## src/rtl/detect_pkg.sv

```systemverilog
// Shared constants and types for the raw-line FIFO arbiter.
//   DATA_W     : FIFO word width (one period = 16 pixels x 8 bit)
//   PERIOD_NUM : periods per sensor line
//   CNT_W      : width of the per-requester line counters
//   state_e    : arbiter FSM encoding
//   REQ_DET / REQ_CAP : requester indices (droplet detector / raw capture)
package detect_pkg;

  localparam int unsigned DATA_W     = 128;
  localparam int unsigned PERIOD_NUM = 21;
  localparam int unsigned CNT_W      = 16;

  localparam int unsigned REQ_DET = 0;
  localparam int unsigned REQ_CAP = 1;

  typedef enum logic [1:0] {
    StIdle    = 2'd0,
    StServe   = 2'd1,
    StHandoff = 2'd2
  } state_e;

endpackage

```

## src/rtl/rr_pick2.sv

```systemverilog
// Two-way requester picker with round-robin or fixed-priority tie-break.
//   clk, reset : clock, asynchronous active-low reset
//   req        : requester request levels
//   prio_mode  : 0 = round-robin, 1 = requester REQ_DET always wins a tie
//   advance    : a grant is being issued this cycle; record who got it
//   pick       : one-hot winner (0 when req == 0)
module rr_pick2
  import detect_pkg::*;
(
  input  logic       clk,
  input  logic       reset,
  input  logic [1:0] req,
  input  logic       prio_mode,
  input  logic       advance,
  output logic [1:0] pick
);

  // Index of the requester served last; reset to REQ_CAP so REQ_DET wins the first tie.
  logic last_q;

  always_comb begin
    pick = 2'b00;
    unique case (req)
      2'b01:   pick = 2'b01;
      2'b10:   pick = 2'b10;
      2'b11:   pick = (prio_mode || last_q) ? 2'b01 : 2'b10;
      default: pick = 2'b00;
    endcase
  end

  always_ff @(posedge clk or negedge reset) begin
    if (!reset) begin
      last_q <= 1'b1;
    end else if (advance && (|pick)) begin
      last_q <= pick[REQ_CAP];
    end
  end

endmodule

```

## src/rtl/detect_line_arbiter.sv

```systemverilog
// Line-atomic arbiter sharing one raw-line input FIFO between two readers.
// An owner keeps the FIFO for exactly PERIOD_NUM forwarded reads.
//   clk, reset      : clock, asynchronous active-low reset
//   fifo_rdempty    : input FIFO empty
//   fifo_rdreq      : input FIFO read strobe (combinational from owner's rd)
//   fifo_rddata     : FIFO data, valid the cycle after fifo_rdreq
//   prio_mode       : 0 = round-robin, 1 = fixed priority (requester 0 wins)
//   req             : per-requester request for the next whole line
//   rd              : per-requester read strobes
//   empty           : per-requester empty view (empty unless owner and FIFO has data)
//   rddata          : broadcast FIFO data
//   grant           : one-hot current owner
//   line_done       : one-cycle pulse after the owner's last period is read
//   lines_served0/1 : completed lines per requester (wrapping)
//   err_sticky      : [0] read by non-owner, [1] owner read while empty
module detect_line_arbiter
#(
  parameter int unsigned DATA_W     = detect_pkg::DATA_W,
  parameter int unsigned PERIOD_NUM = detect_pkg::PERIOD_NUM,
  parameter int unsigned CNT_W      = detect_pkg::CNT_W
) (
  input  logic              clk,
  input  logic              reset,
  input  logic              fifo_rdempty,
  output logic              fifo_rdreq,
  input  logic [DATA_W-1:0] fifo_rddata,
  input  logic              prio_mode,
  input  logic [1:0]        req,
  input  logic [1:0]        rd,
  output logic [1:0]        empty,
  output logic [DATA_W-1:0] rddata,
  output logic [1:0]        grant,
  output logic [1:0]        line_done,
  output logic [CNT_W-1:0]  lines_served0,
  output logic [CNT_W-1:0]  lines_served1,
  output logic [1:0]        err_sticky
);

  import detect_pkg::*;

  localparam logic [7:0] LastPeriod = 8'(PERIOD_NUM - 1);

  state_e           state_q, state_d;
  logic [1:0]       grant_q, grant_d;
  logic [7:0]       cnt_q, cnt_d;
  logic [1:0]       done_q, done_d;
  logic [CNT_W-1:0] served0_q, served0_d;
  logic [CNT_W-1:0] served1_q, served1_d;
  logic [1:0]       err_q, err_d;

  logic       owner_rd;
  logic       fwd;
  logic       advance;
  logic [1:0] pick;

  assign owner_rd   = |(rd & grant_q);
  assign fwd        = owner_rd & ~fifo_rdempty;
  assign fifo_rdreq = fwd;
  assign empty      = {2{fifo_rdempty}} | ~grant_q;
  assign rddata     = fifo_rddata;

  assign grant         = grant_q;
  assign line_done     = done_q;
  assign lines_served0 = served0_q;
  assign lines_served1 = served1_q;
  assign err_sticky    = err_q;

  rr_pick2 u_pick (
    .clk       (clk),
    .reset     (reset),
    .req       (req),
    .prio_mode (prio_mode),
    .advance   (advance),
    .pick      (pick)
  );

  always_comb begin
    state_d   = state_q;
    grant_d   = grant_q;
    cnt_d     = cnt_q;
    done_d    = 2'b00;
    served0_d = served0_q;
    served1_d = served1_q;
    err_d     = err_q;
    advance   = 1'b0;

    // Outside SERVE grant_q is zero, so every read there counts as a non-owner read.
    if (|(rd & ~grant_q)) err_d[0] = 1'b1;
    if (owner_rd && fifo_rdempty) err_d[1] = 1'b1;

    unique case (state_q)
      StIdle: begin
        if (|req) begin
          grant_d = pick;
          advance = 1'b1;
          state_d = StServe;
        end
      end
      StServe: begin
        // req is deliberately ignored here: the grant is held to the line end.
        if (fwd) begin
          if (cnt_q == LastPeriod) begin
            cnt_d   = 8'd0;
            grant_d = 2'b00;
            done_d  = grant_q;
            if (grant_q[REQ_DET]) served0_d = served0_q + CNT_W'(1);
            if (grant_q[REQ_CAP]) served1_d = served1_q + CNT_W'(1);
            state_d = StHandoff;
          end else begin
            cnt_d = cnt_q + 8'd1;
          end
        end
      end
      StHandoff: begin
        // Lets the owner consume the last data word before ownership can change.
        state_d = StIdle;
      end
      default: begin
        state_d = StIdle;
        grant_d = 2'b00;
      end
    endcase
  end

  always_ff @(posedge clk or negedge reset) begin
    if (!reset) begin
      state_q   <= StIdle;
      grant_q   <= 2'b00;
      cnt_q     <= 8'd0;
      done_q    <= 2'b00;
      served0_q <= '0;
      served1_q <= '0;
      err_q     <= 2'b00;
    end else begin
      state_q   <= state_d;
      grant_q   <= grant_d;
      cnt_q     <= cnt_d;
      done_q    <= done_d;
      served0_q <= served0_d;
      served1_q <= served1_d;
      err_q     <= err_d;
    end
  end

endmodule

```

## config.mk

```make
export PLATFORM = sky130hd
export DESIGN_NAME = detect_line_arbiter
export DESIGN_NICKNAME = d
export VERILOG_FILES = /design/src/rtl/detect_pkg.sv /design/src/rtl/rr_pick2.sv /design/src/rtl/detect_line_arbiter.sv
export SDC_FILE = /design/constraint.sdc
export NUM_CORES = 1
export LEC_CHECK = 0
export ABC_AREA = 0
export ABC_CLOCK_PERIOD_IN_PS = 1980
export CAP_MARGIN = 10
export CORE_AREA = 2 2 119 121
export DETAILED_ROUTE_END_ITERATION = 16
export DIE_AREA = 0 0 121 123
export GPL_TIMING_DRIVEN = 0
export PLACE_DENSITY_LB_ADDON = 0.3
export SLEW_MARGIN = 0
export SYNTH_ARGS = -nofsm -noshare
export SYNTH_HDL_FRONTEND = slang
export SYNTH_SLANG_ARGS = --single-unit
```

## constraint.sdc

```tcl
create_clock -name clk -period 1.98 [get_ports clk]
set_input_delay 0.297 -clock clk [delete_from_list [all_inputs] [get_ports clk]]
set_output_delay 0.297 -clock clk [all_outputs]
set_load 0.02 [all_outputs]
```

==> impl_metrics.py <==
metrics = {
    "clock_tree": {
        "cts_buffers": 5,
        "clockRootBuffer": "clkbuf_16",
        "insertion_delay_ns": 0.28,
        "ctsHoldBuffers": 0,
        "cts_sinks": 49,
        "htreeDepth": 2,
        "cts_tree": "yes",
        "clkTransAtPathRegs_ns": 0.07,
        "clk_path_buf_depth": 2,
    },
    "job": {
        "maxCapViolCount": 0,
    },
    "sta": {
        "slew_headroom": 0.5771,
        "hold_violations": 0,
        "rsz0062_at_grt": "true",
        "final.min_clock_period_ns": 1.945,
        "maxSlewViolCount": 0,
        "fin_ws_ns": 0.03496,
        "hold_slack_ns": 0.02417,
        "final.setup_skew_ns": 0.003809,
        "worst-slew-pin-transition_ns": 0.6292,
        "fmaxAchievable_ghz": 0.5141,
        "setup_viol": 0,
        "min_period_over_period": 0.9823,
    },
    "placement": {
        "port_buffers": 176,
        "gp_congestion": 0.7447,
        "place_area_mm2": 0.005336,
        "hpwlAfterDp_um": 7379,
        "place_ws_ns": -0.4948,
    },
    "layout": {
        "area_growth_pct": 71.67,
        "fin_area_mm2": 0.005724,
        "n_fill_cell": 1343,
        "layout-drive-gt1-share": 0.3297,
        "final_util": 0.4205,
        "register_area_mm2": 0.001229,
        "nets": 691,
        "multi_input_area_mm2": 0.001207,
        "diodes": 0,
    },
    "synth": {
        "synth_cell_types": 38,
        "synth_top_cell_area_share": 0.3602,
        "yosys.area.top_type": "dfrtp_1",
        "synth-async-reset-ratio": 1.000,
        "synth-adder-area-share": 0.01501,
        "synthFlopType": "dfrtp_1",
        "ys_warn_count": 0,
        "yosysSeqAreaShare": 0.3681,
        "synthesis.area_mm2": 0.003334,
        "syn_inst": 354,
        "netlist_top_cells_count": "128 x buf_4, 48 x dfrtp_1, 20 x xnor2_1, 17 x nand3_1, 16 x nand2_1",
        "synth_xor_area_frac": 0.08668,
        "synth_area_leaders": "dfrtp_1 36%, buf_4 29%, xnor2_1 5.3%, xor2_1 3.4%, nand4_1 2.6%",
        "synth-seq-cells": 49,
        "synth_compound_area_frac": 0.03940,
        "syn_nets": 494,
        "synth-edff-count": 0,
        "synth_mux_area_frac": 0.01351,
        "synth-simple-area-share": 0.1719,
        "synth_top_family_by_area": "buffers and inverters",
        "synth_most_common_cell": "buf_4",
        "avgSynthCellArea_um2": 9.419,
    },
    "route": {
        "drc": 0,
        "top_layer": "met4",
        "wl_met2_um": 4748,
        "drt-met1-wl_um": 3600,
        "viasPerCell": 4.219,
        "drt_iter0_markers": 142,
        "route.met3.wl_um": 912,
        "wl_per_cell_um": 12.69,
        "finalWirelength_um": 9289,
        "vias": 3088,
        "antenna_left": 0,
        "first_pass_iters": 4,
    },
    "worst_setup_path": {
        "critPathMaxFanout": 7,
        "crit_required_ns": 2.19,
        "crit_path_start_kind": "register",
        "endpoint_kind": "register",
        "critPathKind": "reg2reg",
        "arrival_ns": 2.15,
    },
    "floorplanning": {
        "die_x_um": 121,
        "rows": 43,
        "dieArea_mm2": 0.01488,
        "dieHeight_um": 123,
        "io_pins": 305,
        "start_util": 0.2450,
        "coreArea_mm2": 0.01361,
    },
    "grt": {
        "grt_pass1_vias": 2861,
        "grt_start_max_net_pins": 26,
        "grt_use_total": 0.1123,
        "grt_remaining_overflow": 0,
        "antenna_found_initial": 0,
        "grt_pass1_wl_um": 13620,
    },
    "worst_hold_path": {
        "min_path_type": "in2async",
    },
    "power": {
        "p_per_area_mw_per_mm2": 658.6,
        "power.leakage_nw": 2.619,
        "peakVddDrop_mv": 0.3215,
    },
    "run_status": {
        "outcome": "finished clean",
    },
}
-- power breakdown --
group / internal, mW / switching (mW) / leakage, nW
Sequential: 1.12 / 0.156 / 0.652
Combinational: 0.843 / 0.779 / 1.89
Clock: 0.503 / 0.369 / 0.0768
Total: 2.47 / 1.30 / 2.62
-- stage by stage --
| stage | power [mW] | std cells | TNS [ns] |
|---|---|---|---|
| final | 3.770 | 732 | 0 |
| after global routing | 4.006 | 732 | -0.04541 |
| after CTS | 3.700 | 725 | -0.04435 |
| after detailed placement | 2.698 | 711 | -13.74 |
| after global placement | 2.669 | 710 | -59.94 |
| after floorplan | 2.104 | 354 | 0 |
-- critical path, stage by stage (launching register included) --
cell     delay (ns)
dfrtp_1        0.41
or4b_4         0.55
or3_4          0.42
nor4b_4        0.31
xor2_1         0.17
-- worst paths after layout --
kind | endpoint | cells past startpoint | startpoint | slack [ns]
max | lines_served0[11] | 4 | cnt_q[7] | 0.03
min | lines_served0[0] | 1 | reset | 0.02
max reg2reg | lines_served0[11] | 4 | cnt_q[7] | 0.03
min reg2reg | lines_served1[15] | 1 | lines_served1[15] | 0.47
max in group asynchronous | u_pick.last_q | 2 | reset | 1.34
min in group clk | err_sticky[0] | 3 | rd[1] | 0.37
-- area by class of cell --
class,instances,area share
plain buffers,131,0.1720
clock buffers,6,0.02426
clock inverters,2,0.002404
inverters,8,0.005246
multi-input cells,164,0.2109
flip-flops and latches,49,0.2146
well taps,180,0.03934
repair buffers,192,0.3311
-- placed cells by master, fill, tap and decap left out, drive strengths merged, types with 4 or more instances in the layout --
cell type	count
clkdlybuf4s50	171
buf	147
dfrtp	48
xnor2	20
nand3	17
nand2	16
nand4	14
xor2	13
nor3	11
nor2	10
o21ai	9
inv	8
a21oi	8
clkbuf	8
nor4	8
and3	5
mux2	4
ha	4
or3	4
-- registers in the layout, summed over array words and instances, names as in the netlist --
name           count
cnt_q              8
err_sticky         2
grant              2
line_done          2
lines_served0     16
lines_served1     16
state_q            2
u_pick.last_q      1
-- metal layers --
metal / vias to the layer above / GRT usage
met5: - / 0
met3: 4 / 0.03506
li1: 1454 / -
met2: 179 / 0.2037
met4: 0 / 0.01672
met1: 1451 / 0.1326
-- cells by family after synthesis --
logic type | Yosys count
muxes | 4
buffers and inverters | 141
and+or+nand+nor | 100
xor gates and xnor gates | 33
adders and majority gates | 4
AOI/OAI and AO/OA | 23
DFF | 49
-- repair_timing --
item	CTS	global route
buffers inserted	6	8
gates resized for setup	15	22
pin swaps	4	8
endpoints found under the setup margin	35	32
cloned	0	1
endpoints found under the hold margin	0	0
No activity file was read; power rests on OpenSTA's default activity.
